File: config.mk
export PLATFORM = sky130hd
export DESIGN_NAME = meas_result_proc
export DESIGN_NICKNAME = d
export VERILOG_FILES = /design/src/rtl/rtl_settings_pkg.sv /design/src/rtl/seq_divider.sv /design/src/rtl/meas_result_proc.sv
export SDC_FILE = /design/constraint.sdc
export NUM_CORES = 1
export LEC_CHECK = 0
export ABC_AREA = 1
export BUFFER_PORTS_ARGS = -buffer_cell sky130_fd_sc_hd__buf_2
export CORE_MARGIN = 2
export CORE_UTILIZATION = 30
export DETAILED_ROUTE_END_ITERATION = 7
export RECOVER_POWER = 25
export SLEW_MARGIN = 20
export SYNTH_ARGS = -nofsm -noshare
export SYNTH_HDL_FRONTEND = slang
export SYNTH_SLANG_ARGS = --single-unit
File: constraint.sdc
create_clock -name clk_i -period 16.5 [get_ports clk_i]
set_input_delay 1.65 -clock clk_i [delete_from_list [all_inputs] [get_ports clk_i]]
set_output_delay 1.65 -clock clk_i [all_outputs]
set_load 0.01 [all_outputs]
File: src/rtl/rtl_settings_pkg.sv
// Shared settings for the measurement slice.
// Holds the drain length used by the result processor, its FSM state
// encoding and the packed snapshot of the raw measurement counters.
package rtl_settings_pkg;

  // Consecutive idle cycles of the measurement block before counters are frozen
  localparam int MEAS_DRAIN_CYC = 4;

  // Width of every raw measurement counter
  localparam int MEAS_CNT_W = 32;

  typedef enum logic [2:0] {
    ST_IDLE,
    ST_ARMED,
    ST_DRAIN,
    ST_DIV_DLY,
    ST_DIV_BRST,
    ST_DONE
  } meas_proc_state_t;

  typedef struct packed {
    logic [MEAS_CNT_W-1:0] wr_ticks;
    logic [MEAS_CNT_W-1:0] wr_units;
    logic [MEAS_CNT_W-1:0] rd_ticks;
    logic [MEAS_CNT_W-1:0] rd_words;
    logic [MEAS_CNT_W-1:0] min_max_delay;
    logic [MEAS_CNT_W-1:0] sum_delay;
    logic [MEAS_CNT_W-1:0] rd_req_amount;
  } meas_snapshot_t;

endpackage

File: src/rtl/seq_divider.sv
// Restoring radix-2 sequential divider, one quotient bit per cycle.
// A start is accepted only while idle (including the cycle done is high);
// done pulses DIV_W+1 cycles after the start cycle with the quotient
// valid on quotient_o. clear_i aborts any division in progress.
// Ports:
//   clk_i, rst_i            clock, asynchronous active-high reset
//   clear_i                 synchronous abort
//   start_i                 begin a division with dividend_i / divisor_i
//   quotient_o              truncated quotient (remainder is discarded)
//   busy_o, done_o          division running / one-cycle completion pulse
module seq_divider #(
  parameter int DIV_W = 32
) (
  input  logic             clk_i,
  input  logic             rst_i,
  input  logic             clear_i,
  input  logic             start_i,
  input  logic [DIV_W-1:0] dividend_i,
  input  logic [DIV_W-1:0] divisor_i,
  output logic [DIV_W-1:0] quotient_o,
  output logic             busy_o,
  output logic             done_o
);

  localparam int CNT_W = $clog2(DIV_W + 1);

  logic [DIV_W-1:0] rem_q;
  logic [DIV_W-1:0] divisor_q;
  logic [CNT_W-1:0] cnt_q;
  logic [DIV_W:0]   shifted;
  logic [DIV_W:0]   trial;
  logic             fits;
  logic [DIV_W-1:0] rem_next;

  // Shift the next dividend bit into the partial remainder and try the
  // subtraction; the borrow bit of the trial tells whether it fits.
  always_comb begin
    shifted  = {rem_q, quotient_o[DIV_W-1]};
    trial    = shifted - {1'b0, divisor_q};
    fits     = ~trial[DIV_W];
    rem_next = fits ? trial[DIV_W-1:0] : shifted[DIV_W-1:0];
  end

  // quotient_o doubles as the dividend shift register: dividend bits leave
  // at the top while quotient bits enter at the bottom.
  always_ff @(posedge clk_i or posedge rst_i) begin
    if (rst_i) begin
      rem_q      <= '0;
      divisor_q  <= '0;
      quotient_o <= '0;
      cnt_q      <= '0;
      busy_o     <= 1'b0;
      done_o     <= 1'b0;
    end else if (clear_i) begin
      cnt_q  <= '0;
      busy_o <= 1'b0;
      done_o <= 1'b0;
    end else begin
      done_o <= 1'b0;
      if (start_i && !busy_o) begin
        rem_q      <= '0;
        divisor_q  <= divisor_i;
        quotient_o <= dividend_i;
        cnt_q      <= CNT_W'(DIV_W);
        busy_o     <= 1'b1;
      end else if (busy_o) begin
        rem_q      <= rem_next;
        quotient_o <= {quotient_o[DIV_W-2:0], fits};
        cnt_q      <= cnt_q - CNT_W'(1);
        if (cnt_q == CNT_W'(1)) begin
          busy_o <= 1'b0;
          done_o <= 1'b1;
        end
      end
    end
  end

endmodule

File: src/rtl/meas_result_proc.sv
// Result processor downstream of the measurement block.
// After the test controller reports the last transaction and the
// measurement block has been idle for DRAIN_CYC cycles, all raw counters
// are frozen; one shared divider then computes the average read delay and
// the average read burst length. Results are held with result_valid_o
// until the next start_test_i.
// Ports:
//   clk_i, rst_i                   clock, asynchronous active-high reset
//   start_test_i                   abort and re-arm (highest priority)
//   test_done_i                    last transaction issued
//   meas_busy_i                    measurement block still has reads in flight
//   *_i counters                   raw counters, frozen into the *_o copies
//   avg_delay_o, avg_burst_o       truncated averages
//   div_zero_o                     frozen request count was zero
//   result_valid_o, proc_busy_o    results final / block armed or computing
module meas_result_proc
  import rtl_settings_pkg::*;
#(
  parameter int DIV_W     = 32,
  parameter int DRAIN_CYC = MEAS_DRAIN_CYC
) (
  input  logic             clk_i,
  input  logic             rst_i,
  input  logic             start_test_i,
  input  logic             test_done_i,
  input  logic             meas_busy_i,
  input  logic [31:0]      wr_ticks_i,
  input  logic [31:0]      wr_units_i,
  input  logic [31:0]      rd_ticks_i,
  input  logic [31:0]      rd_words_i,
  input  logic [31:0]      min_max_delay_i,
  input  logic [31:0]      sum_delay_i,
  input  logic [31:0]      rd_req_amount_i,
  output logic [31:0]      wr_ticks_o,
  output logic [31:0]      wr_units_o,
  output logic [31:0]      rd_ticks_o,
  output logic [31:0]      rd_words_o,
  output logic [31:0]      min_max_delay_o,
  output logic [31:0]      sum_delay_o,
  output logic [31:0]      rd_req_amount_o,
  output logic [DIV_W-1:0] avg_delay_o,
  output logic [DIV_W-1:0] avg_burst_o,
  output logic             div_zero_o,
  output logic             result_valid_o,
  output logic             proc_busy_o
);

  localparam int               CNT_W      = $clog2(DRAIN_CYC + 1);
  localparam logic [CNT_W-1:0] DRAIN_LAST = CNT_W'(DRAIN_CYC - 1);

  meas_proc_state_t state;
  logic [CNT_W-1:0] drain_cnt;
  meas_snapshot_t   snap_q;
  meas_snapshot_t   snap_in;
  logic             div_start;
  logic             div_busy;
  logic             div_done;
  logic [DIV_W-1:0] div_dividend;
  logic [DIV_W-1:0] div_divisor;
  logic [DIV_W-1:0] div_quotient;

  assign snap_in = '{wr_ticks:      wr_ticks_i,
                     wr_units:      wr_units_i,
                     rd_ticks:      rd_ticks_i,
                     rd_words:      rd_words_i,
                     min_max_delay: min_max_delay_i,
                     sum_delay:     sum_delay_i,
                     rd_req_amount: rd_req_amount_i};

  assign wr_ticks_o      = snap_q.wr_ticks;
  assign wr_units_o      = snap_q.wr_units;
  assign rd_ticks_o      = snap_q.rd_ticks;
  assign rd_words_o      = snap_q.rd_words;
  assign min_max_delay_o = snap_q.min_max_delay;
  assign sum_delay_o     = snap_q.sum_delay;
  assign rd_req_amount_o = snap_q.rd_req_amount;

  // The delay division starts on the first DIV_DLY cycle (divider idle).
  // The burst division is chained into the cycle where the delay division
  // reports done, so the divider never sits idle between the two.
  always_comb begin
    div_start    = (state == ST_DIV_DLY) && !div_zero_o && !div_busy;
    div_dividend = div_done ? DIV_W'(snap_q.rd_words) : DIV_W'(snap_q.sum_delay);
    div_divisor  = DIV_W'(snap_q.rd_req_amount);
  end

  seq_divider #(
    .DIV_W (DIV_W)
  ) u_div (
    .clk_i      (clk_i),
    .rst_i      (rst_i),
    .clear_i    (start_test_i),
    .start_i    (div_start),
    .dividend_i (div_dividend),
    .divisor_i  (div_divisor),
    .quotient_o (div_quotient),
    .busy_o     (div_busy),
    .done_o     (div_done)
  );

  // Control FSM with registered status outputs; start_test_i overrides
  // every state and wipes the derived results but keeps the old snapshot.
  always_ff @(posedge clk_i or posedge rst_i) begin
    if (rst_i) begin
      state          <= ST_IDLE;
      drain_cnt      <= '0;
      snap_q         <= '0;
      avg_delay_o    <= '0;
      avg_burst_o    <= '0;
      div_zero_o     <= 1'b0;
      result_valid_o <= 1'b0;
      proc_busy_o    <= 1'b0;
    end else if (start_test_i) begin
      state          <= ST_ARMED;
      drain_cnt      <= '0;
      avg_delay_o    <= '0;
      avg_burst_o    <= '0;
      div_zero_o     <= 1'b0;
      result_valid_o <= 1'b0;
      proc_busy_o    <= 1'b1;
    end else begin
      case (state)
        ST_ARMED: begin
          if (test_done_i) begin
            state     <= ST_DRAIN;
            drain_cnt <= '0;
          end
        end
        ST_DRAIN: begin
          // Any busy cycle restarts the idle window from scratch
          if (meas_busy_i) begin
            drain_cnt <= '0;
          end else if (drain_cnt == DRAIN_LAST) begin
            snap_q      <= snap_in;
            div_zero_o  <= (rd_req_amount_i == '0);
            avg_delay_o <= '0;
            avg_burst_o <= '0;
            drain_cnt   <= '0;
            state       <= ST_DIV_DLY;
          end else begin
            drain_cnt <= drain_cnt + CNT_W'(1);
          end
        end
        ST_DIV_DLY: begin
          if (div_zero_o) begin
            state <= ST_DIV_BRST;
          end else if (div_done) begin
            avg_delay_o <= div_quotient;
            state       <= ST_DIV_BRST;
          end
        end
        ST_DIV_BRST: begin
          if (div_zero_o || div_done) begin
            if (!div_zero_o) begin
              avg_burst_o <= div_quotient;
            end
            result_valid_o <= 1'b1;
            proc_busy_o    <= 1'b0;
            state          <= ST_DONE;
          end
        end
        ST_IDLE, ST_DONE: begin
          state <= state;
        end
        default: begin
          state       <= ST_IDLE;
          proc_busy_o <= 1'b0;
        end
      endcase
    end
  end

endmodule
# After elaboration in Yosys (flattened, before gate mapping)
# Index checks and enable logic that the tools add are counted.
word_totals:
  in_bits: 229
  ff_bits: 401
  output_inout_bits: 291
  latchBits: 0
  ram_bits: 0
  memories: 0
  rom_bits: 0
op_classes:
  shifts: 0
  n_addsub: 3
  n_reduce_logical: 29
  mul: 0
  n_bitwise: 3
  muxes: 50
  eq_ne: 18
  n_div: 0
  magnitude_cmp: 0
op_table:
  columns: ["op", "n"]
  rows:
  - ["two-way mux 32 bit", 14]
  - ["one-hot mux 32 bit (2 select lines)", 2]
  - ["two-way mux 3 bit", 11]
  - ["subtractor 33 x 32 -> 33 bit", 1]
  - ["logical NOT 32 bit", 1]
  - ["two-way mux 6 bit", 3]
  - ["inequality test 3 bit, second input constant", 6]
  - ["two-way mux 1 bit", 17]
  - ["one-hot mux 3 bit (5 select lines)", 1]
  - ["nonzero test 3 bit", 4]
  - ["AND reduction 2 bit", 5]
  - ["AND reduction 5 bit", 2]
  - ["nonzero test 2 bit", 5]
  - ["equality test 3 x 2 -> 1 bit, second input constant", 3]
  - ["equality test 3 bit, second input constant", 2]
  - ["equality test 6 x 1 -> 1 bit, second input constant", 1]
  - ["one-hot mux 3 bit (2 select lines)", 1]
  - ["AND reduction 6 bit", 1]
  - ["subtractor 6 x 1 -> 6 bit, second input constant", 1]
  - ["OR reduction 5 bit", 1]
  - ["inequality test 2 bit, second input constant", 2]
  - ["inequality test 4 x 3 -> 1 bit, second input constant", 1]
  - ["AND reduction 4 bit", 1]
  - ["adder 3 x 1 -> 3 bit, second input constant", 1]
  - ["11 further kinds", 16]

# Depth between registers and ports, before layout
# Gate-level depths: netlist of the first run.
logic_depth:
  depth_word: 6
  ltp_mapped: 19
  depth_no_buf: 18

# Modules after synthesis
# A second synthesis of the first run with hierarchy kept.
hier_totals:
  cells_unflattened: 2653
  area_unflattened_um2: 20807.5
modules_own_cells:
  columns: ["mod", "instances", "area_per_inst_um2", "cells_each"]
  rows:
  - ["meas_result_proc", 1, 13467.9, 1509]
  - ["seq_divider", 1, 7339.5, 1144]

# Worst setup path before layout of the first run
# OpenSTA, ideal clock, no wires.
synth_timing:
  path_kind: "in2reg"
  startpoint: "input start_test_i"
  endpoint: "register avg_delay_o[10]"
  path_stages: 9
  setup_slack_ps: 13487
  arrival_time_ps: 2936
  path_cell_list: "buf_2 > inv_1 > buf_2 > o211ai_1 > o211a_1 > buf_2 > buf_1 > nand3_1 > o21ai_1"
synth_between:
  elab_chain_cells: 2
  elab_cells_between_ends: 7
  cone_classes: "eq/ne: 4; mux: 1; reduce/logical: 2"
synth_lines:
  columns: ["element", "line", "rtl"]
  rows:
  - ["from (decl)", "meas_result_proc.sv:24", "input logic start_test_i,"]
  - ["inequality test 3 bit (no source line), or another cell as far along", null, null]
  - ["AND reduction 5 bit (no source line)", null, null]
  - ["to (signal assigned)", "meas_result_proc.sv:148", "avg_delay_o <= div_quotient;"]
  - ["to (decl)", "meas_result_proc.sv:41", "output logic [DIV_W-1:0] avg_delay_o,"]
# Parallel ways exist; a longest one is shown, timed or not.
# A chain may end at the register's enable or synchronous reset.

# Final worst setup path of the first run
layout_timing:
  startpoint: "input start_test_i"
  endpoint: "register snap_q (netlist bit rd_words_o[23])"
layout_between:
  elab_chain_cells: 2
layout_lines:
  columns: ["element", "line", "rtl"]
  rows:
  - ["NOT 1 bit (no source line)", null, null]
  - ["AND reduction 4 bit (no source line)", null, null]
  - ["to (signal assigned)", "meas_result_proc.sv:134", "snap_q <= snap_in;"]
  - ["to (decl)", "meas_result_proc.sv:53", "meas_snapshot_t snap_q;"]
# Every way passes these cells.

==> summary.txt, run 1 <==
Final period util -> 31.0%
Drt via density -> 4.50
Synth Area in XOR/XNOR -> 0.779%
Post-synthesis compound-gate area fraction -> 8.03%
CORE AREA -> 63000 um^2
Logic pwr share -> 21.0%
CTS Hold Buffers Added -> 0
Worst min-delay path category -> reg2reg
Cell area after placement -> 22500 um^2
Status -> complete, but fails checks
Setup TNS -> 0 ps
Asr flop ratio synth -> 100%
Final std cells w/o fill -> 3517
Max-cap violations -> 6
Adder-cell area share of the yosys netlist -> 2.40%
FF-to-FF End -> rd_words_o[23]$_DFFE_PP0P_
Fmax -> 0.195 GHz
Net Sw Frac -> 32.7%
Main combinational cell family by area after synthesis -> simple AND/OR/NAND/NOR gates
Hold Crit Start -> drain_cnt[0]$_DFFE_PP0P_
#FFs+latches synth -> 401
Area growth syn-to-layout -> 25.7%
Initial antenna violation count -> 4
Int Pwr -> 0.00190 W
Portion of netlist area occupied by mux cells -> 10.2%
Final Hold Fails -> 0
Yosys warnings -> 0
R2r setup slk -> 12240 ps
Minimum clock period -> 5120 ps
Final setup fails -> 0
Vias -> 15800
Post-synthesis cell area -> 19100 um^2
Sequential-to-total area share from yosys stat -> 52.5%
Worst Hold Depth -> 1
Post-Syn Nets -> 2407
GPL Wtd Cong -> 0.914
Critical path class -> in2reg
Failing checks -> capacitance limit, slew limit
Post-synthesis cell type count -> 43
Area of the die -> 65700 um^2
Rel. slew slack -> -215%
Pwr/cell area -> 117 nW/um^2
Met2 Usage GRT -> 31.1%
CTS Root Cell -> clkbuf_16
Clock slew at reported path FFs -> 60 ps
IO Pins -> 520
Tightest Pin Transition -> 4700 ps
Gates resized, CTS repair -> 0
HPWL after DPL -> 44.7 mm
Final ANT Viol Nets -> 0
Syn_area_per_cell -> 8.92 um^2
Max VDD drop -> 0.0000821 V
CP arrival -> 5600 ps
H-Tree Level Count -> 2
Clock buffer depth -> 3
Detailed Routing Iterations Pass 1 -> 5
Gr usage total -> 18.2%
First-pass GRT wire length -> 93.5 mm
Die width -> 256 um
CTS Buf Count -> 47
Grt met1 use -> 21.4%
Seq pwr share -> 42.1%
Worst setup margin -> 11380 ps
Initial Utilization -> 30.3%
Final instance area -> 24000 um^2
Gr busiest metal -> met2
Vias in the first global route -> 15900
CTS Sinks -> 401
Post-synth EDFFs -> 0
Worst Skew -> 21.9 ps
Most area-hungry cell type in the Yosys netlist -> dfrtp_1
RSZ-0062 raised after global routing -> false
WHS Endpoint -> drain_cnt[0]$_DFFE_PP0P_
PortBufs -> 519
Simple-Gate Fraction of Synth Area -> 17.3%
Synth area leaders -> dfrtp_1 53%, mux2_1 9.4%, nand2_1 9.3%
Worst Setup Start Kind -> input port
Routed length per instance -> 17.2 um
Reg-to-Reg Start -> state[1]$_DFFE_PP0P_
Chip height -> 256 um
DR DRC count -> 0
Total setup buffers inserted after CTS -> 0
Final nets -> 2900
Routing usage on met3 -> 5.64%
CTS tree -> yes
R2R depth -> 8
Rows -> 92
Clock share of power -> 36.9%
Crit path max fanout -> 85
Clock latency on the worst-skew pair -> 600 ps
Placed insts -> 3432
Fin. max-slew vios -> 367
Post-Syn Instances -> 2142
LEAKAGE -> 13.6 nW
Largest net degree at the start of global routing -> 160
Worst hold slack -> 481 ps
Share of the synthesized area in the top cell type -> 52.5%
Share of cells above drive strength 1 -> 24.0%
Switch Pwr -> 0.000919 W
Final WL -> 60.5 mm
CP Capture Type -> flop
Pre-CTS setup slack -> 11680 ps
Worst path required time -> 16980 ps
Main synth FF type -> dfrtp_1
Total gr overflow -> 0
Detailed Route Iter0 Violations -> 941
Yosys cell counts (5+ instances only):
cell	count
inv_2	12
buf_2	27
buf_4	6
inv_1	326
nand3_1	134
mux2_2	13
clkbuf_1	53
nor2_1	150
dfrtp_1	401
xnor2_1	13
ha_1	35
nor4_1	5
a211oi_1	31
nor3_1	11
nand2_1	475
a21oi_1	84
nand4_1	7
o21ai_1	97
mux2_1	160
o21ai_0	60
worst max-delay path: stages:
cell	delay, ps
clkbuf_1	360
nor3_1	220
nand2_1	940
buf_4	960
buf_4	880
mux2_1	400
power groups by stage:
stage	logic (W)	registers, W	clock network (W)
5_1_grt	0.000677	0.00120	0.00112
2_1_floorplan	0.000408	0.00118	0
3_3_place_gp	0.000592	0.00120	0
3_5_place_dp	0.000600	0.00120	0
4_1_cts	0.000602	0.00119	0.00108
6_report	0.000590	0.00119	0.00104
worst max path at each step:
stage | end | cells past startpoint | start | slack, ps
floorplan | avg_burst_o[0]$_DFFE_PP0P_ | 1 | rst_i | 3700
global placement | rd_words_o[25]$_DFFE_PP0P_ | 6 | start_test_i | 11710
detailed placement | wr_units_o[18]$_DFFE_PP0P_ | 6 | start_test_i | 11680
CTS | rd_words_o[23]$_DFFE_PP0P_ | 6 | start_test_i | 12320
global route | proc_busy_o$_DFFE_PP0P_ | 3 | rst_i | 10740
finish | rd_words_o[23]$_DFFE_PP0P_ | 6 | start_test_i | 11380
layout make-up:
type	count	area [um^2]
flip-flops and latches	401	10000
inverters	339	1270
clock inverters	21	262
clock buffers	63	1290
well taps	846	1060
fillers	6549	38900
repair buffers	534	2710
diodes	1	2.50
multi-input cells	1312	7400
cells by family (layout without fill, tap and decap cells):
kind of cell / Yosys count / after routing
XOR/XNOR: 17 / 17
buffers and inverters: 429 / 957
AND/OR/NAND/NOR: 801 / 801
multiplexers: 173 / 173
AO/OA/AOI/OAI: 285 / 285
other: 0 / 1
adder cells (fa/ha/maj): 36 / 36
flip-flops: 401 / 401
per-layer routing:
metal | part of all wire (%) | vias up
li1 | - | 7813
met1 | 40 | 7501
met2 | 49 | 387
met3 | 7.3 | 110
met4 | 3.7 | 4
met5 | 0.046 | -
cells in the final DEF (no fill, tap or decap), types with 7 or more instances in the layout:
master,n
buf_2,517
nand2_1,473
dfrtp_1,400
inv_1,325
mux2_1,160
nor2_1,149
nand3_1,134
a21oi_1,84
o21ai_1,81
o21ai_0,76
clkbuf_16,47
ha_1,35
a211oi_1,31
clkbuf_1,17
mux2_2,13
xnor2_1,13
inv_2,12
nor3_1,12
buf_4,10
clkinv_2,8
nand4_1,7
through the flow:
stage	util, %	power [W]
6_report	38.1	0.00281
5_1_grt	38.1	0.00299
4_1_cts	38.2	0.00287
3_5_place_dp	35.8	0.00180
3_3_place_gp	35.8	0.00179
2_1_floorplan	-	0.00159
Note: power is estimated with default switching activity, not from simulation.
==> run 2, diff against run 1 <==
==> constraint.sdc (replaced) <==
create_clock -name clk_i -period 4.35 [get_ports clk_i]
set_input_delay 0.435 -clock clk_i [delete_from_list [all_inputs] [get_ports clk_i]]
set_output_delay 0.435 -clock clk_i [all_outputs]
set_load 0.01 [all_outputs]
==> run 2 against run 1 <==
Effect of this change:
- the run still ends with capacitance limit, slew limit left
- combinational power rose to 3.8 times the previous value
- critical path depth rose by 3
- register-to-register slack got worse by 11000 ps
- total power rose to 3.8 times the previous value
- critical path type is now reg2reg
- worst setup slack got worse by 10000 ps
==> summary.txt, run 2 (synthesis results as in run 1) <==
Total setup buffers inserted after CTS -> 0 (unchanged)
Initial Utilization -> 30.3% (unchanged)
Vias -> 15900 (+0.51%)
CTS Buf Count -> 48 (+2.1%)
Net Sw Frac -> 32.3% (-0.38 points)
Logic pwr share -> 20.7% (-0.3 points)
Worst path required time -> 4820 ps (-12160 ps)
CORE AREA -> 63000 um^2 (unchanged)
FF-to-FF End -> rd_words_o[20]$_DFFE_PP0P_
First-pass GRT wire length -> 93.8 mm (+0.40%)
Switch Pwr -> 0.00349 W (+280%)
Share of cells above drive strength 1 -> 17.5% (-6.5 points)
Worst Setup Start Kind -> flop
Crit. Startpoint -> state[2]$_DFFE_PP0P_
Area of the die -> 65700 um^2 (unchanged)
R2R depth -> 9 (+1)
LEAKAGE -> 13.0 nW (-4.3%)
Rows -> 92 (unchanged)
Worst min-delay path category -> in2reg
Die width -> 256 um (unchanged)
Pwr/cell area -> 450 nW/um^2 (+280%)
Worst hold slack -> 50.2 ps (-431 ps)
Crit path max fanout -> 66 (-22%)
H-Tree Level Count -> 2 (unchanged)
CTS tree -> yes
Detailed Route Iter0 Violations -> 902 (-4.1%)
Fin. max-slew vios -> 64 (-83%)
Setup TNS -> 0 ps (unchanged)
CTS Root Cell -> clkbuf_16
Initial antenna violation count -> 9 (+5)
Drt via density -> 4.50 (about the same)
Final instance area -> 24000 um^2 (about the same)
PortBufs -> 519 (unchanged)
DR DRC count -> 0 (unchanged)
Worst Hold Depth -> 2 (+1)
Final ANT Viol Nets -> 0 (unchanged)
CP arrival -> 3680 ps (-1920 ps)
Area growth syn-to-layout -> 25.8% (about the same)
Worst Skew -> 28.5 ps (+6.57 ps)
Hold Crit Start -> rd_ticks_i[5]
Final setup fails -> 0 (unchanged)
Vias in the first global route -> 16100 (+1.0%)
Largest net degree at the start of global routing -> 126 (-21%)
Final nets -> 2912 (+0.41%)
Clock buffer depth -> 3 (unchanged)
Critical path class -> reg2reg
Clock share of power -> 37.8% (+0.9 points)
Commonest non-fill, non-tap cell in the layout -> nand2_1
Int Pwr -> 0.00733 W (+290%)
Tightest Pin Transition -> 1710 ps (-2990 ps)
Commonest non-fill, non-tap cells in the layout -> 472 x nand2_1, 400 x dfrtp_1, 325 x inv_1
Final period util -> 73.9%
Detailed Routing Iterations Pass 1 -> 5 (unchanged)
Rel. slew slack -> -13.8% (+200 points)
Final WL -> 60.2 mm (-0.49%)
Fmax -> 0.311 GHz
CTS Sinks -> 401 (unchanged)
Cell area after placement -> 22700 um^2 (+0.57%)
Max-cap violations -> 2 (-4)
Status -> complete, but fails checks
Chip height -> 256 um (unchanged)
Minimum clock period -> 3210 ps
HPWL after DPL -> 44.8 mm (+0.20%)
Clock slew at reported path FFs -> 60 ps (about the same)
Gr usage total -> 18.1% (-0.13 points)
IO Pins -> 520 (unchanged)
Failing checks -> capacitance limit, slew limit
Final Hold Fails -> 0 (unchanged)
CP Capture Type -> flop
Max VDD drop -> 0.000298 V (+260%)
Routed length per instance -> 17.0 um (-0.97%)
Seq pwr share -> 41.5% (-0.6 points)
R2r setup slk -> 1140 ps (-11100 ps)
Reg-to-Reg Start -> state[2]$_DFFE_PP0P_
RSZ-0062 raised after global routing -> false
GPL Wtd Cong -> 0.941 (+3.0%)
WHS Endpoint -> rd_ticks_o[5]$_DFFE_PP0P_
Clock latency on the worst-skew pair -> 590 ps (about the same)
Total gr overflow -> 0 (unchanged)
## run 2: changes by cell type in the layout (fill, tap and decap cells not counted), moves of 3 or more
cell        delta
clkbuf_1     +188
o21ai_1       +15
buf_4          +7
clkbuf_8       +8
buf_2        -194
clkinvlp_4     -3
buf_12         +5
o21ai_0       -16
## run 2: final cells by class
| cell class | count | area [um^2] |
|---|---|---|
| timing repair buffer | 545 | 2620 |
| multi-input combinational | 1312 | 7420 |
| inverter | 339 | 1270 |
| clock buffer | 69 | 1430 |
| antenna | 3 | 7.51 |
| tap | 846 | 1060 |
| clock inverter | 19 | 199 |
| fill | 6541 | 38900 |
| sequential | 401 | 10000 |
## run 2: timing repair
item,4_1_cts,5_1_grt
hold buffers,1,0
endpoints found under the hold margin,26,0
gates resized for setup,0,0
## run 2: through the flow
step,setup slack [ps],instances,power [W],utilization [%]
2_1_floorplan,-1480,2142,0.00603,-
3_3_place_gp,1290,3442,0.00682,36.0
3_5_place_dp,1100,3442,0.00684,36.0
4_1_cts,1090,3531,0.0110,38.6
5_1_grt,905,3531,0.0115,38.2
6_report,1140,3534,0.0108,38.2
## run 2: how the worst max path moves through the flow
stage	end	slack, ps	cells past startpoint
floorplan	avg_burst_o[0]$_DFFE_PP0P_	-1480	1
global placement	u_div.rem_q[7]$_DFFE_PP0P_	1290	17
detailed placement	u_div.rem_q[2]$_DFFE_PP0P_	1100	17
CTS	u_div.rem_q[2]$_DFFE_PP0P_	1090	17
global route	rd_words_o[20]$_DFFE_PP0P_	910	9
finish	rd_words_o[20]$_DFFE_PP0P_	1140	9
## run 2: critical path: stages (launching register included)
cell	delay, ps
dfrtp_1	400
inv_2	120
nand2_1	90
nor2_2	120
inv_2	50
nor3_1	620
nand2_4	690
buf_12	440
buf_4	220
mux2_1	320
## run 2: per-layer routing
layer / wire [um] / track usage (%) / vias up / share of wire [%]
li1: - / - / 7843 / -
met1: 24300 / 21.5 / 7528 / 40
met2: 30400 / 32.1 / 437 / 51
met3: 4240 / 5.04 / 84 / 7.0
met4: 1200 / 4.37 / 4 / 2.0
met5: 28 / 0 / - / 0.047
## run 2: power groups by stage
stage | sequential, W | combinational, W | clock [W]
final | 0.00449 | 0.00224 | 0.00409
after global routing | 0.00455 | 0.00258 | 0.00436
after CTS | 0.00449 | 0.00229 | 0.00421
after detailed placement | 0.00456 | 0.00228 | 0
after global placement | 0.00455 | 0.00227 | 0
after floorplan | 0.00448 | 0.00155 | 0
